--- config.mk ---
export PLATFORM = sky130hd
export DESIGN_NAME = mem_port_master_flat
export DESIGN_NICKNAME = d
export VERILOG_FILES = /design/src/rtl/saladin_mem_pkg.sv /design/src/rtl/mem_port_master_if.sv /design/src/rtl/mem_port_master_sync_fifo.sv /design/src/rtl/mem_port_master.sv /design/src/flat_wrapper.sv
export SDC_FILE = /design/constraint.sdc
export NUM_CORES = 1
export LEC_CHECK = 0
export ABC_AREA = 1
export BUFFER_PORTS_ARGS = -buffer_cell sky130_fd_sc_hd__buf_2
export CAP_MARGIN = 20
export CORE_UTILIZATION = 51
export DETAILED_ROUTE_END_ITERATION = 8
export PLACE_DENSITY = 0.75
export SYNTH_ARGS = -nofsm -noshare
export SYNTH_HDL_FRONTEND = slang
export SYNTH_SLANG_ARGS = --single-unit
--- constraint.sdc ---
create_clock -name clk -period 3.25 [get_ports clk]
set_clock_uncertainty 0.2 [all_clocks]
set_input_delay 0.1625 -clock clk [delete_from_list [all_inputs] [get_ports clk]]
set_output_delay 0.1625 -clock clk [all_outputs]
set_load 0.005 [all_outputs]
--- src/rtl/saladin_mem_pkg.sv ---
// Shared widths and defaults for the dual-port memory and its port masters.
package saladin_mem_pkg;

   localparam int DATA_W        = 72;
   localparam int ADDR_W        = 10;
   localparam int RSP_DEPTH_DEF = 4;

   typedef logic [DATA_W-1:0] data_t;
   typedef logic [ADDR_W-1:0] addr_t;

   // Width of an occupancy counter able to hold 0..depth inclusive.
   function automatic int cnt_w(input int depth);
      return $clog2(depth) + 1;
   endfunction

endpackage

--- src/rtl/mem_port_master_if.sv ---
// Request, response and memory-port signals of one memory port master.
//
// Handshake rules: a transfer happens on a rising clk edge where valid and
// ready are both high. A producer holding valid keeps its payload stable until
// the transfer; ready never depends on valid in this block. Responses leave in
// the order their reads were accepted.
interface mem_port_master_if
   import saladin_mem_pkg::*;
#(
   parameter int DATA = DATA_W,
   parameter int ADDR = ADDR_W
);

   logic            req_valid;
   logic            req_ready;
   logic            req_wr;
   logic [ADDR-1:0] req_addr;
   logic [DATA-1:0] req_wdata;

   logic            rsp_valid;
   logic            rsp_ready;
   logic [DATA-1:0] rsp_data;

   logic            mem_wr;
   logic [ADDR-1:0] mem_addr;
   logic [DATA-1:0] mem_din;
   logic [DATA-1:0] mem_dout;

   // Port master side.
   modport master (
      input  req_valid, req_wr, req_addr, req_wdata, rsp_ready, mem_dout,
      output req_ready, rsp_valid, rsp_data, mem_wr, mem_addr, mem_din
   );

   // Requester / consumer / memory side.
   modport slave (
      output req_valid, req_wr, req_addr, req_wdata, rsp_ready, mem_dout,
      input  req_ready, rsp_valid, rsp_data, mem_wr, mem_addr, mem_din
   );

endinterface

--- src/rtl/mem_port_master_sync_fifo.sv ---
// Small synchronous FIFO with combinational head read from registered storage.
// A push and a pop in the same cycle are both honoured even when full.
module sync_fifo #(
   parameter int WIDTH = 72,
   parameter int DEPTH = 4
) (
   input  logic                     clk,
   input  logic                     rst,
   input  logic                     push,
   input  logic [WIDTH-1:0]         din,
   input  logic                     pop,
   output logic [WIDTH-1:0]         dout,
   output logic [$clog2(DEPTH):0]   count
);

   localparam int AW = $clog2(DEPTH);

   logic [WIDTH-1:0] storage [DEPTH];
   logic [AW-1:0]    wr_ptr;
   logic [AW-1:0]    rd_ptr;
   logic             pop_ok;

   // A pop on an empty FIFO is ignored so the pointers cannot drift.
   assign pop_ok = pop && (count != '0);
   assign dout   = storage[rd_ptr];

   // Data storage: written on push, not reset.
   always_ff @(posedge clk) begin
      if (push) begin
         storage[wr_ptr] <= din;
      end
   end

   // Pointers wrap naturally because DEPTH is a power of two.
   always_ff @(posedge clk) begin
      if (rst) begin
         wr_ptr <= '0;
         rd_ptr <= '0;
         count  <= '0;
      end else begin
         if (push) begin
            wr_ptr <= wr_ptr + 1'b1;
         end
         if (pop_ok) begin
            rd_ptr <= rd_ptr + 1'b1;
         end
         case ({push, pop_ok})
            2'b10:   count <= count + 1'b1;
            2'b01:   count <= count - 1'b1;
            default: count <= count;
         endcase
      end
   end

endmodule

--- src/rtl/mem_port_master.sv ---
// Turns a valid/ready request stream into memory-port cycles and returns read
// data through a credit-protected response FIFO, so backpressure on the
// response side never drops a word.
module mem_port_master
   import saladin_mem_pkg::*;
#(
   parameter int DATA      = DATA_W,
   parameter int ADDR      = ADDR_W,
   parameter int RSP_DEPTH = RSP_DEPTH_DEF
) (
   input  logic              clk,
   input  logic              rst,
   mem_port_master_if.master bus
);

   localparam int CW = cnt_w(RSP_DEPTH);

   logic            rd_pend;
   logic [CW-1:0]   count;
   logic [CW:0]     occupancy;
   logic            acc;
   logic            pop;
   logic [ADDR-1:0] last_addr;
   logic [DATA-1:0] last_din;

   // Credit counts buffered words plus the read whose data is on mem_dout now,
   // so a full buffer stalls every request, writes included.
   assign occupancy     = {1'b0, count} + {{CW{1'b0}}, rd_pend};
   assign bus.req_ready = !rst && (occupancy < (CW+1)'(RSP_DEPTH));
   assign acc           = bus.req_valid && bus.req_ready;

   // Zero-latency issue; idle cycles replay the last address, which is a
   // harmless read since rd_pend stays low.
   assign bus.mem_wr   = acc && bus.req_wr;
   assign bus.mem_addr = acc ? bus.req_addr  : last_addr;
   assign bus.mem_din  = acc ? bus.req_wdata : last_din;

   assign bus.rsp_valid = (count != '0);
   assign pop           = bus.rsp_valid && bus.rsp_ready;

   // Remember the read whose registered data arrives next cycle.
   always_ff @(posedge clk) begin
      if (rst) begin
         rd_pend <= 1'b0;
      end else begin
         rd_pend <= acc && !bus.req_wr;
      end
   end

   // Hold the last issued address/data for idle cycles.
   always_ff @(posedge clk) begin
      if (rst) begin
         last_addr <= '0;
         last_din  <= '0;
      end else if (acc) begin
         last_addr <= bus.req_addr;
         last_din  <= bus.req_wdata;
      end
   end

   sync_fifo #(
      .WIDTH (DATA),
      .DEPTH (RSP_DEPTH)
   ) u_fifo (
      .clk   (clk),
      .rst   (rst),
      .push  (rd_pend),
      .din   (bus.mem_dout),
      .pop   (pop),
      .dout  (bus.rsp_data),
      .count (count)
   );

endmodule

--- src/flat_wrapper.sv ---
// flat-port wrapper written by rule: the top's interface ports become plain ports
module mem_port_master_flat import saladin_mem_pkg::*;
#(
   parameter int DATA      = DATA_W,
   parameter int ADDR      = ADDR_W,
   parameter int RSP_DEPTH = RSP_DEPTH_DEF
)
  (clk, rst, bus_req_valid, bus_req_wr, bus_req_addr, bus_req_wdata, bus_rsp_ready, bus_mem_dout, bus_req_ready, bus_rsp_valid, bus_rsp_data, bus_mem_wr, bus_mem_addr, bus_mem_din);
  mem_port_master_if #(.DATA(DATA), .ADDR(ADDR)) bus_i ();
  input  logic clk;
  input  logic rst;
  input wire logic [$bits(bus_i.req_valid)-1:0] bus_req_valid;
  input wire logic [$bits(bus_i.req_wr)-1:0] bus_req_wr;
  input wire logic [$bits(bus_i.req_addr)-1:0] bus_req_addr;
  input wire logic [$bits(bus_i.req_wdata)-1:0] bus_req_wdata;
  input wire logic [$bits(bus_i.rsp_ready)-1:0] bus_rsp_ready;
  input wire logic [$bits(bus_i.mem_dout)-1:0] bus_mem_dout;
  output wire logic [$bits(bus_i.req_ready)-1:0] bus_req_ready;
  output wire logic [$bits(bus_i.rsp_valid)-1:0] bus_rsp_valid;
  output wire logic [$bits(bus_i.rsp_data)-1:0] bus_rsp_data;
  output wire logic [$bits(bus_i.mem_wr)-1:0] bus_mem_wr;
  output wire logic [$bits(bus_i.mem_addr)-1:0] bus_mem_addr;
  output wire logic [$bits(bus_i.mem_din)-1:0] bus_mem_din;
  assign bus_i.req_valid = bus_req_valid;
  assign bus_i.req_wr = bus_req_wr;
  assign bus_i.req_addr = bus_req_addr;
  assign bus_i.req_wdata = bus_req_wdata;
  assign bus_i.rsp_ready = bus_rsp_ready;
  assign bus_i.mem_dout = bus_mem_dout;
  assign bus_req_ready = bus_i.req_ready;
  assign bus_rsp_valid = bus_i.rsp_valid;
  assign bus_rsp_data = bus_i.rsp_data;
  assign bus_mem_wr = bus_i.mem_wr;
  assign bus_mem_addr = bus_i.mem_addr;
  assign bus_mem_din = bus_i.mem_din;
  mem_port_master #(.DATA(DATA), .ADDR(ADDR), .RSP_DEPTH(RSP_DEPTH)) u_core (.clk(clk), .rst(rst), .bus(bus_i));
endmodule
=== Word-level counts from Yosys, hierarchy flattened ===
Memory sizes are Yosys's and may differ from the RTL's. A register that Yosys moved wholly into a read port is not among the register bits.
Cells that the tools add are included.

* Register bits after elaboration: 90
* Bits in writable memories: 288
* Input bits: 159
* Output and inout bits: 157
* Word-level logic and storage cells: 32
* Memories kept: 1

* Add/subtract/negate cells: 5
* Magnitude comparators: 1
* Equal/unequal tests: 2
* Mux-type cells: 7
* Reduce and logical (&&, ||, !) cells: 10

{| class="wikitable"
|+ Memory list
! memory !! words !! bits a word !! rd ports !! clocked after memory_dff !! write ports !! RTL line !! text
|-
| u_core.u_fifo.storage || 4 || 72 || 1 || 1 || 1 || mem_port_master_sync_fifo.sv:18 || <nowiki>logic [WIDTH-1:0] storage [DEPTH];</nowiki>
|}

{| class="wikitable"
|+ Operators by type and width
! cell !! number
|-
| 72-bit two-way mux || 1
|-
| 10-bit two-way mux || 1
|-
| 1-bit logical AND || 6
|-
| 3-bit case mux with 2 select lines || 1
|-
| 2-bit by 1-bit adder with 2-bit output, second input constant || 2
|-
| 3-bit by 1-bit adder with 4-bit output || 1
|-
| 4-bit by 3-bit less-than comparator with 1-bit output, second input constant || 1
|-
| 2-bit two-way mux || 2
|-
| 3-bit by 1-bit adder with 3-bit output, second input constant || 1
|-
| 3-bit nonzero test || 1
|-
| 3-bit by 1-bit subtractor with 3-bit output, second input constant || 1
|-
| 2-bit by 1-bit equality test with 1-bit output, second input constant || 1
|-
| 2-bit equality test, second input constant || 1
|-
| 1-bit zero test || 2
|-
| 1-bit two-way mux || 2
|-
| 2-bit nonzero test || 1
|}

=== Depth between registers and ports, before layout ===
Gate-level depths: netlist of the first run.

* Depth in word-level cells: 5
* Depth in mapped cells: 13
* Mapped depth without buffers: 13

=== Cells and area by module ===
From an unflattened synthesis of the first run, not the netlist that was laid out.

* Cells, all modules: 1470
* Area total of the unflattened synthesis: 15865.2 um2

{| class="wikitable"
|+ Modules (own cells, without submodules)
! module !! times used !! cells an instance !! area an instance (um2) !! seq. area each (um2)
|-
| sync_fifo || 1 || 758 || 11554.8 || 8828.5
|-
| mem_port_master || 1 || 712 || 4310.4 || 1661.6
|}

=== Least setup slack after synthesis of the first run ===
OpenSTA, ideal clock, no wires.

* Path type: flip-flop to flip-flop
* Start: register u_core.u_fifo.wr_ptr[0]
* End: memory u_core.u_fifo.storage[2][0] (enable)
* Setup time: 0.426 ns
* Data arrival time: 2.003 ns
* Data required time: 2.624 ns
* Setup slack: 0.621 ns
* Stages on the path, launching flop included: 5
* Path buffers: 0
* Clock period less this slack: 2.629 ns
* Cells stage by stage: dfxtp_1 > inv_1 > ha_1 > nand2_1 > inv_1

{| class="wikitable"
|+ RTL lines
! what !! RTL line !! text
|-
| start, declared || mem_port_master_sync_fifo.sv:19 || <nowiki>logic [AW-1:0] wr_ptr;</nowiki>
|-
| start signal, assigned || mem_port_master_sync_fifo.sv:42 || <nowiki>wr_ptr <= wr_ptr + 1'b1;</nowiki>
|-
| end, declared || mem_port_master_sync_fifo.sv:18 ||
|}

Straight into the memory's write port.

==> results list, run 1 <==
- Most area-hungry cell type in the Yosys netlist: sky130_fd_sc_hd__edfxtp_1
* Syn_nets: 1636
- The final max-slew violation count is 0.
- The final layout contains routed wiring with a total length of 39980 um.
- DRT antenna net count: 0
- Pre-CTS setup slack: 0.6681 ns
- Number of I/O port buffers: 315
- The first global-routing pass estimated 61300 um of wire.
- Clock buffer count from CTS: 39
- TritonCTS built the clock tree.
- Routability-driven placement finished with a final weighted congestion of 0.7945.
- Required time of the worst setup path: 2.89 ns
* Fraction of synthesized cell area taken by the top area cell type: 0.5641
* Post-synthesis sequential area ratio: 0.6842
* Routed len/inst: 17.17 um
- Setup repair after global routing missed its margin: false
* Max-capacitance violation count: 0
- The via count of the first global-routing pass came to 12.16k.
- The worst hold path begins at rst.
- Slew at the pin closest to its max-slew limit: 0.9494 ns
- STA classifies the critical path endpoint as an output pin.
- Vias: 12.32k
- In the layout the commonest cells are sky130_fd_sc_hd__buf_2, sky130_fd_sc_hd__edfxtp_1, sky130_fd_sc_hd__inv_1.
- The clock passes through at most 3 buffers.
- After synthesis, the netlist uses 20 different library cells.
* Worst min path class: input port to flop
* DRT iter0 DRCs: 1067
* Placed cell count: 2098
- For this run, design rule violations remaining after detail routing come to 0.
- Chip width: 175.4 um
- Proportion of layout cells with a drive suffix above 1: 0.2062
- Detailed placement ended at an HPWL of 20760 um.
- The critical path in this run is classified as flop to output pin.
- Setup TNS after final layout: 0 ns
- The count of cells in the finished layout, fillers not included, comes to 2329.
- Summed over all cells, the static leakage comes to 8.818 nW.
- In this run the critical register-to-register path is launched from u_core.u_fifo.wr_ptr[1]$_SDFFE_PP0P_.
- In the post-synthesis netlist, the biggest area contributors are sky130_fd_sc_hd__edfxtp_1, sky130_fd_sc_hd__dfxtp_1, sky130_fd_sc_hd__inv_1, sky130_fd_sc_hd__nor2_1, sky130_fd_sc_hd__o21ai_0.
- Count of endpoints failing setup in the final report: 0
* Largest voltage drop on the vdd net: 0.3752 mV
* YS warnings: 0
- Counting flops and latches in the post-synthesis netlist gives 380.
- Layout-stage area growth over the synthesis result: 30.06%
- Source-to-sink clock delay at the later pin of the worst-skew pair: 0.50 ns
- In this run the worst path has a maximum fanout of 79.
* Startpoint class of the critical path: flop
- Residual overflow from global routing: 0
- Row count: 63
- Relative slew slack: 0.3670
- The total area inside the core boundary comes to 29640 um^2.
- In this run the number of H-tree levels came out at 2.
- The cell sitting at the root of the clock tree is a sky130_fd_sc_hd__clkbuf_16.
- For this run, the share of the core covered by cells in the final layout is 0.6727.
- Before antenna repair, the detailed router went through 7 iterations.
- Power Dens Cells: 620.0 nW/um^2
- Most common cell after layout, fill and taps aside: sky130_fd_sc_hd__buf_2
* GRT Overall Usage: 0.2526
- Synthesis produced 1471 cells.
* Die Y-Extent: 175.4 um
- The net count of the finished layout is 2071.
- CTS clk-pin slew, worst paths: 0.05 ns
- The flow ran to the end, and the final reports show no timing, DRC or antenna violations.
- The number of hold-slack violations in the final timing report came to 0.
- Once routing completed, OpenROAD measured the worst setup slack at 0.3097 ns.
- Pin count of the biggest net entering global routing: 85
* Critical path arrival: 2.58 ns
- Dividing the detail-routed via count by the number of cells gives 5.291.
- CTS saw 380 sinks.
* DIE AREA: 30760 um^2
- The initial antenna violation count was 5.
* Number of top-level pins: 316
* Peak Freq: 0.3401 GHz
- Minimum clock period after layout: 2.940 ns
- The mapped netlist covers 15330 um^2.
- Avg Inst Size Synth: 10.42 um^2
- Effective utilization at floorplan: 0.5173
* Post-route fraction of the period consumed by the critical path: 0.9047
cells by family (layout without fill, tap and decap cells):
logic type	after synthesis	after routing	share of synthesized area
AOI/OAI and AO/OA	225	225	0.07933
other	0	4	0
DFF	380	380	0.6842
adders and majority gates	6	6	0.005386
buffers and inverters	358	822	0.09353
and+or+nand+nor	502	502	0.1375
path summary, 6_finish.rpt:
| path | to | slack, ns | cells after the start |
|---|---|---|---|
| worst max-delay path | bus_rsp_data[44] | 0.31 | 5 |
| worst min-delay path | u_core.last_din[4]$_SDFF_PP0_ | 0.15 | 6 |
| worst max register to register | u_core.u_fifo.storage[1][11]$_DFFE_PP_ | 1.02 | 5 |
| worst min register to register | flop | 0.31 | 2 |
worst max-delay path, cell delays in order, from the launching register on:
cell                      delay (ns)
sky130_fd_sc_hd__dfxtp_4        0.50
sky130_fd_sc_hd__inv_4          0.63
sky130_fd_sc_hd__buf_12         0.34
sky130_fd_sc_hd__o21ai_0        0.17
sky130_fd_sc_hd__o22ai_1        0.21
sky130_fd_sc_hd__buf_2          0.16
layer usage:
metal,part of all wire,up-vias,global-route usage
met4,0.041,2,0.1152
li1,-,5760,-
met5,0.00033,-,0
met3,0.083,111,0.05130
met2,0.50,670,0.4494
met1,0.38,5780,0.2931
registers in the layout, summed over array words and instances (netlist names), named ones only:
| name | cells |
|---|---|
| u_core.u_fifo.count | 3 |
| u_core.u_fifo.wr_ptr | 2 |
| u_core.last_addr | 10 |
| u_core.u_fifo.storage | 288 |
| u_core.last_din | 72 |
| u_core.u_fifo.rd_ptr | 2 |
| u_core.rd_pend | 1 |
area by class of cell:
class	count	area (um^2)
sequential	380	10500
clock buffer	52	1025
antenna	4	10.01
inverter	267	1010
clock inverter	18	141.4
timing repair buffer	485	3343
multi-input combinational	733	3427
tap	390	488.0
fill	2057	9699
power by group:
part	switching, W	leakage [nW]	internal [W]
combinational	0.00161	4.89	0.00103
clock	0.00178	0.568	0.00238
sequential	0.000136	3.36	0.00542
total	0.00353	8.82	0.00883
cell usage after synthesis:
library cell and instances:
sky130_fd_sc_hd__edfxtp_1 288, sky130_fd_sc_hd__ha_1 5, sky130_fd_sc_hd__buf_6 3, sky130_fd_sc_hd__nor2_2 1, sky130_fd_sc_hd__nand3_2 2, sky130_fd_sc_hd__buf_2 24
sky130_fd_sc_hd__o21ai_0 148, sky130_fd_sc_hd__dfxtp_1 92, sky130_fd_sc_hd__buf_1 5, sky130_fd_sc_hd__nand4_1 82, sky130_fd_sc_hd__nand3_1 3, sky130_fd_sc_hd__fa_1 1
sky130_fd_sc_hd__inv_2 10, sky130_fd_sc_hd__nand2_1 180, sky130_fd_sc_hd__clkbuf_1 49, sky130_fd_sc_hd__o22ai_1 72, sky130_fd_sc_hd__buf_4 10, sky130_fd_sc_hd__a21oi_1 5
sky130_fd_sc_hd__inv_1 257, sky130_fd_sc_hd__nor2_1 234
through the flow:
stage / hold WS, ns / total power, W / area, um^2
after global routing: 0.1737 / 0.01288 / 19940
after CTS: 0.1264 / 0.01231 / 19910
after floorplan: 0.03488 / 0.007023 / 15330
after global placement: 0.1424 / 0.007967 / 17180
after detailed placement: 0.1457 / 0.008032 / 17180
final: 0.1451 / 0.01236 / 19940
timing repair:
item                                   4_1_cts  5_1_grt
hold buffers                               156        0
resized for setup                            0        0
buffers inserted                             0        1
endpoints found under the hold margin      376        0
setup endpoints to repair                    0       21
(Power assumes the default switching activity.)
==> run 2: changes to the inputs <==
==> constraint.sdc (replaced) <==
create_clock -name clk -period 3.5 [get_ports clk]
set_clock_uncertainty 0.2 [all_clocks]
set_input_delay 0.175 -clock clk [delete_from_list [all_inputs] [get_ports clk]]
set_output_delay 0.175 -clock clk [all_outputs]
set_load 0.005 [all_outputs]
==> results list, run 2 (same netlist as run 1, synthesis figures left out) <==
* Layout-stage area growth over the synthesis result: 29.85%
- The total of max-cap violations came to 0 (unchanged).
- GPL Wtd Cong: 0.8021 (+0.96%)
- Final Total Pwr: 0.01140 W (-7.8%)
* Area after DPL: 17190 um^2 (about the same)
- Register bank with the most flops: u_core.u_fifo.storage
- The via count of the first global-routing pass came to 11.86k (-2.5%).
- The register-to-register setup slack is 1.04 ns (+0.02 ns).
- The number of fill cells is 2047 (-0.49%).
- GR Util met1: 0.2999 (+0.006797)
* Number of hold-slack violations in the final timing report: 0 (unchanged)
* Setup repair after global routing missed its margin: false
* Final cell area excluding filler cells: 19910 um^2 (-0.16%)
- CTS tree: built
- The initial antenna violation count is 4 (-1).
- The met3 track demand over resource in global routing was 0.06039 (+0.009091).
* Count of endpoints failing setup in the final report: 0 (unchanged)
- The worst hold path belongs to the class input port to flop.
- The area enclosed by the die boundary is 30760 um^2 (unchanged).
- The via count normalized by instance count came to 5.245 (-0.87%).
* Effective utilization at floorplan: 0.5173 (unchanged)
- Hpwl dp: 20970 um (+1.0%)
- Die Y-Extent: 175.4 um (unchanged)
- Wire length of the first global-routing pass: 60150 um (-1.9%)
* Total clock sinks: 380 (unchanged)
- Routed len/inst: 16.82 um (-2.0%)
* Minimum clock period after layout: 3.167 ns
* Proportion of layout cells with a drive suffix above 1: 0.2057 (-0.0005168)
- Floorplan Core Area: 29640 um^2 (unchanged)
- The required time of the worst setup path was 3.12 ns (+0.23 ns).
- The slew of the pin with the lowest slew margin was 0.9634 ns (+0.01393 ns).
* Peak Freq: 0.3158 GHz
- The endpoint arrival time on the critical path was 2.79 ns (+0.21 ns).
* Chip width: 175.4 um (unchanged)
- The clock transition at the register clock pins on the worst setup and hold paths after CTS is 0.06 ns (about the same).
* Worst Path Class, Setup: flop to output pin
- The global-route track usage on met2 was 0.4243 (-0.02513).
- Leaving out fill and tap cells, the most frequent cell in the layout is sky130_fd_sc_hd__buf_2.
- The root buffer cell chosen for the clock tree is sky130_fd_sc_hd__clkbuf_16.
* Residual overflow from global routing: 0 (unchanged)
* Startpoint class of the critical path: flop
- The worst slew margin relative to its limit came to 0.3577 (-0.009290).
- Largest voltage drop on the vdd net: 0.3851 mV (+2.6%)
- The count of vias placed by the detailed router is 12.21k (-0.92%).
- In the layout the commonest cells are sky130_fd_sc_hd__buf_2, sky130_fd_sc_hd__edfxtp_1, sky130_fd_sc_hd__inv_1.
- H-Tree Depth: 2 (unchanged)
* Final wirelength: 39160 um (-2.1%)
- The number of flip-flops under the largest register name came to 288 (unchanged).
- Slew Viols, Final: 0 (unchanged)
- Row count: 63 (unchanged)
- The source-to-sink clock delay at the later pin of the worst-skew pair was 0.53 ns (+0.03 ns).
* Count of unresolved DRC violations after routing: 0 (unchanged)
* Number of nets in the layout: 2074 (+0.14%)
- Number of I/O port buffers: 315 (unchanged)
- Power Dens Cells: 572.6 nW/um^2 (-7.7%)
* Top flop regs: u_core.u_fifo.storage (288), u_core.last_din (72), u_core.last_addr (10)
- Buffer levels on the longest clock path: 3 (unchanged)
- The pin count of the biggest net entering global routing came to 145 (+71%).
* Status: completed
- Clock buffer count from CTS: 39 (unchanged)
- The count of routing violations after the opening detailed-route iteration came to 1034 (-3.1%).
- The global routing stage identified its most utilized layer as met2.
- P_leak: 8.800 nW (-0.20%)
- Crit end category: output pin
- Router iterations before antenna repair: 7 (unchanged)
- DRT antenna net count: 0 (unchanged)
- In the finished design, the share of the clock period the worst path needs comes to 0.9049.
- The setup TNS after final layout was 0 ns (unchanged).
- The total global-route track usage is 0.2483 (-0.004263).
- Number of top-level pins: 316 (unchanged)
* Largest fanout of any net on the critical path: 84 (+6.3%)
[run 2: cell types whose count changed in the layout (fill, tap and decap cells not counted), sizes merged]
cell | before | now
diode | 4 | 3
bufinv | 2 | 1
buf | 329 | 332
clkinv | 17 | 13
inv | 265 | 266
clkbuf | 52 | 53
[run 2: what timing repair did]
| action | CTS | global route |
|---|---|---|
| endpoints found under the setup margin | 0 | 0 |
| endpoints found under the hold margin | 376 | 0 |
| setup buffers | 0 | 0 |
| hold buffers | 156 | 0 |
| resized for setup | 0 | 0 |
[run 2: cell type report]
type	instances	area [um^2]	share of cell area
flip-flops and latches	380	10500	0.5272
clock inverters	14	123.9	0.006222
repair buffers	488	3328	0.1672
inverters	267	1010	0.05072
clock buffers	53	1028	0.05166
diodes	3	7.507	0.0003771
well taps	390	488.0	0.02451
multi-input cells	733	3427	0.1721
[run 2: worst max-delay path: stages, from the launching register on]
cell and delay (ns):
sky130_fd_sc_hd__dfxtp_1 0.37, sky130_fd_sc_hd__nand3_4 0.34, sky130_fd_sc_hd__nand3_4 0.83, sky130_fd_sc_hd__nand2_1 0.33, sky130_fd_sc_hd__nand2_1 0.14, sky130_fd_sc_hd__inv_1 0.12
sky130_fd_sc_hd__buf_2 0.12
[run 2: stage by stage]
step / setup slack (ns) / util / hold WS (ns) / instances
2_1_floorplan: 0.8709 / - / 0.04738 / 1471
3_3_place_gp: 1.025 / 0.5799 / 0.1686 / 2102
3_5_place_dp: 1.033 / 0.5799 / 0.1682 / 2102
4_1_cts: 0.4584 / 0.6714 / 0.1710 / 2325
5_1_grt: 0.1619 / 0.6717 / 0.1892 / 2328
6_report: 0.3330 / 0.6717 / 0.1741 / 2328
[run 2: power by group]
group	internal (W)	total [W]	leakage (nW)	switching (W)
Sequential	0.00504	0.00510	3.36	0.0000693
Combinational	0.000947	0.00249	4.89	0.00154
Clock	0.00215	0.00380	0.554	0.00165
Total	0.00813	0.0114	8.80	0.00327
[run 2: per-layer routing]
metal | wire [um] | vias to the layer above
met2 | 19180 | 634
li1 | - | 5756
met4 | 1481 | 2
met5 | 10 | -
met3 | 3459 | 112
met1 | 15030 | 5706
[run 2: worst paths after layout]
path / start / end / cells past startpoint
setup / recovery: u_core.rd_pend$_SDFF_PP0_ / bus_mem_din[1] / 6
hold / removal: rst / u_core.last_addr[2]$_SDFF_PP0_ / 3
hold reg to reg: u_core.u_fifo.rd_ptr[1]$_SDFFE_PP0P_ / flop / 2
setup reg to reg: u_core.rd_pend$_SDFF_PP0_ / u_core.last_din[43]$_SDFF_PP0_ / 5
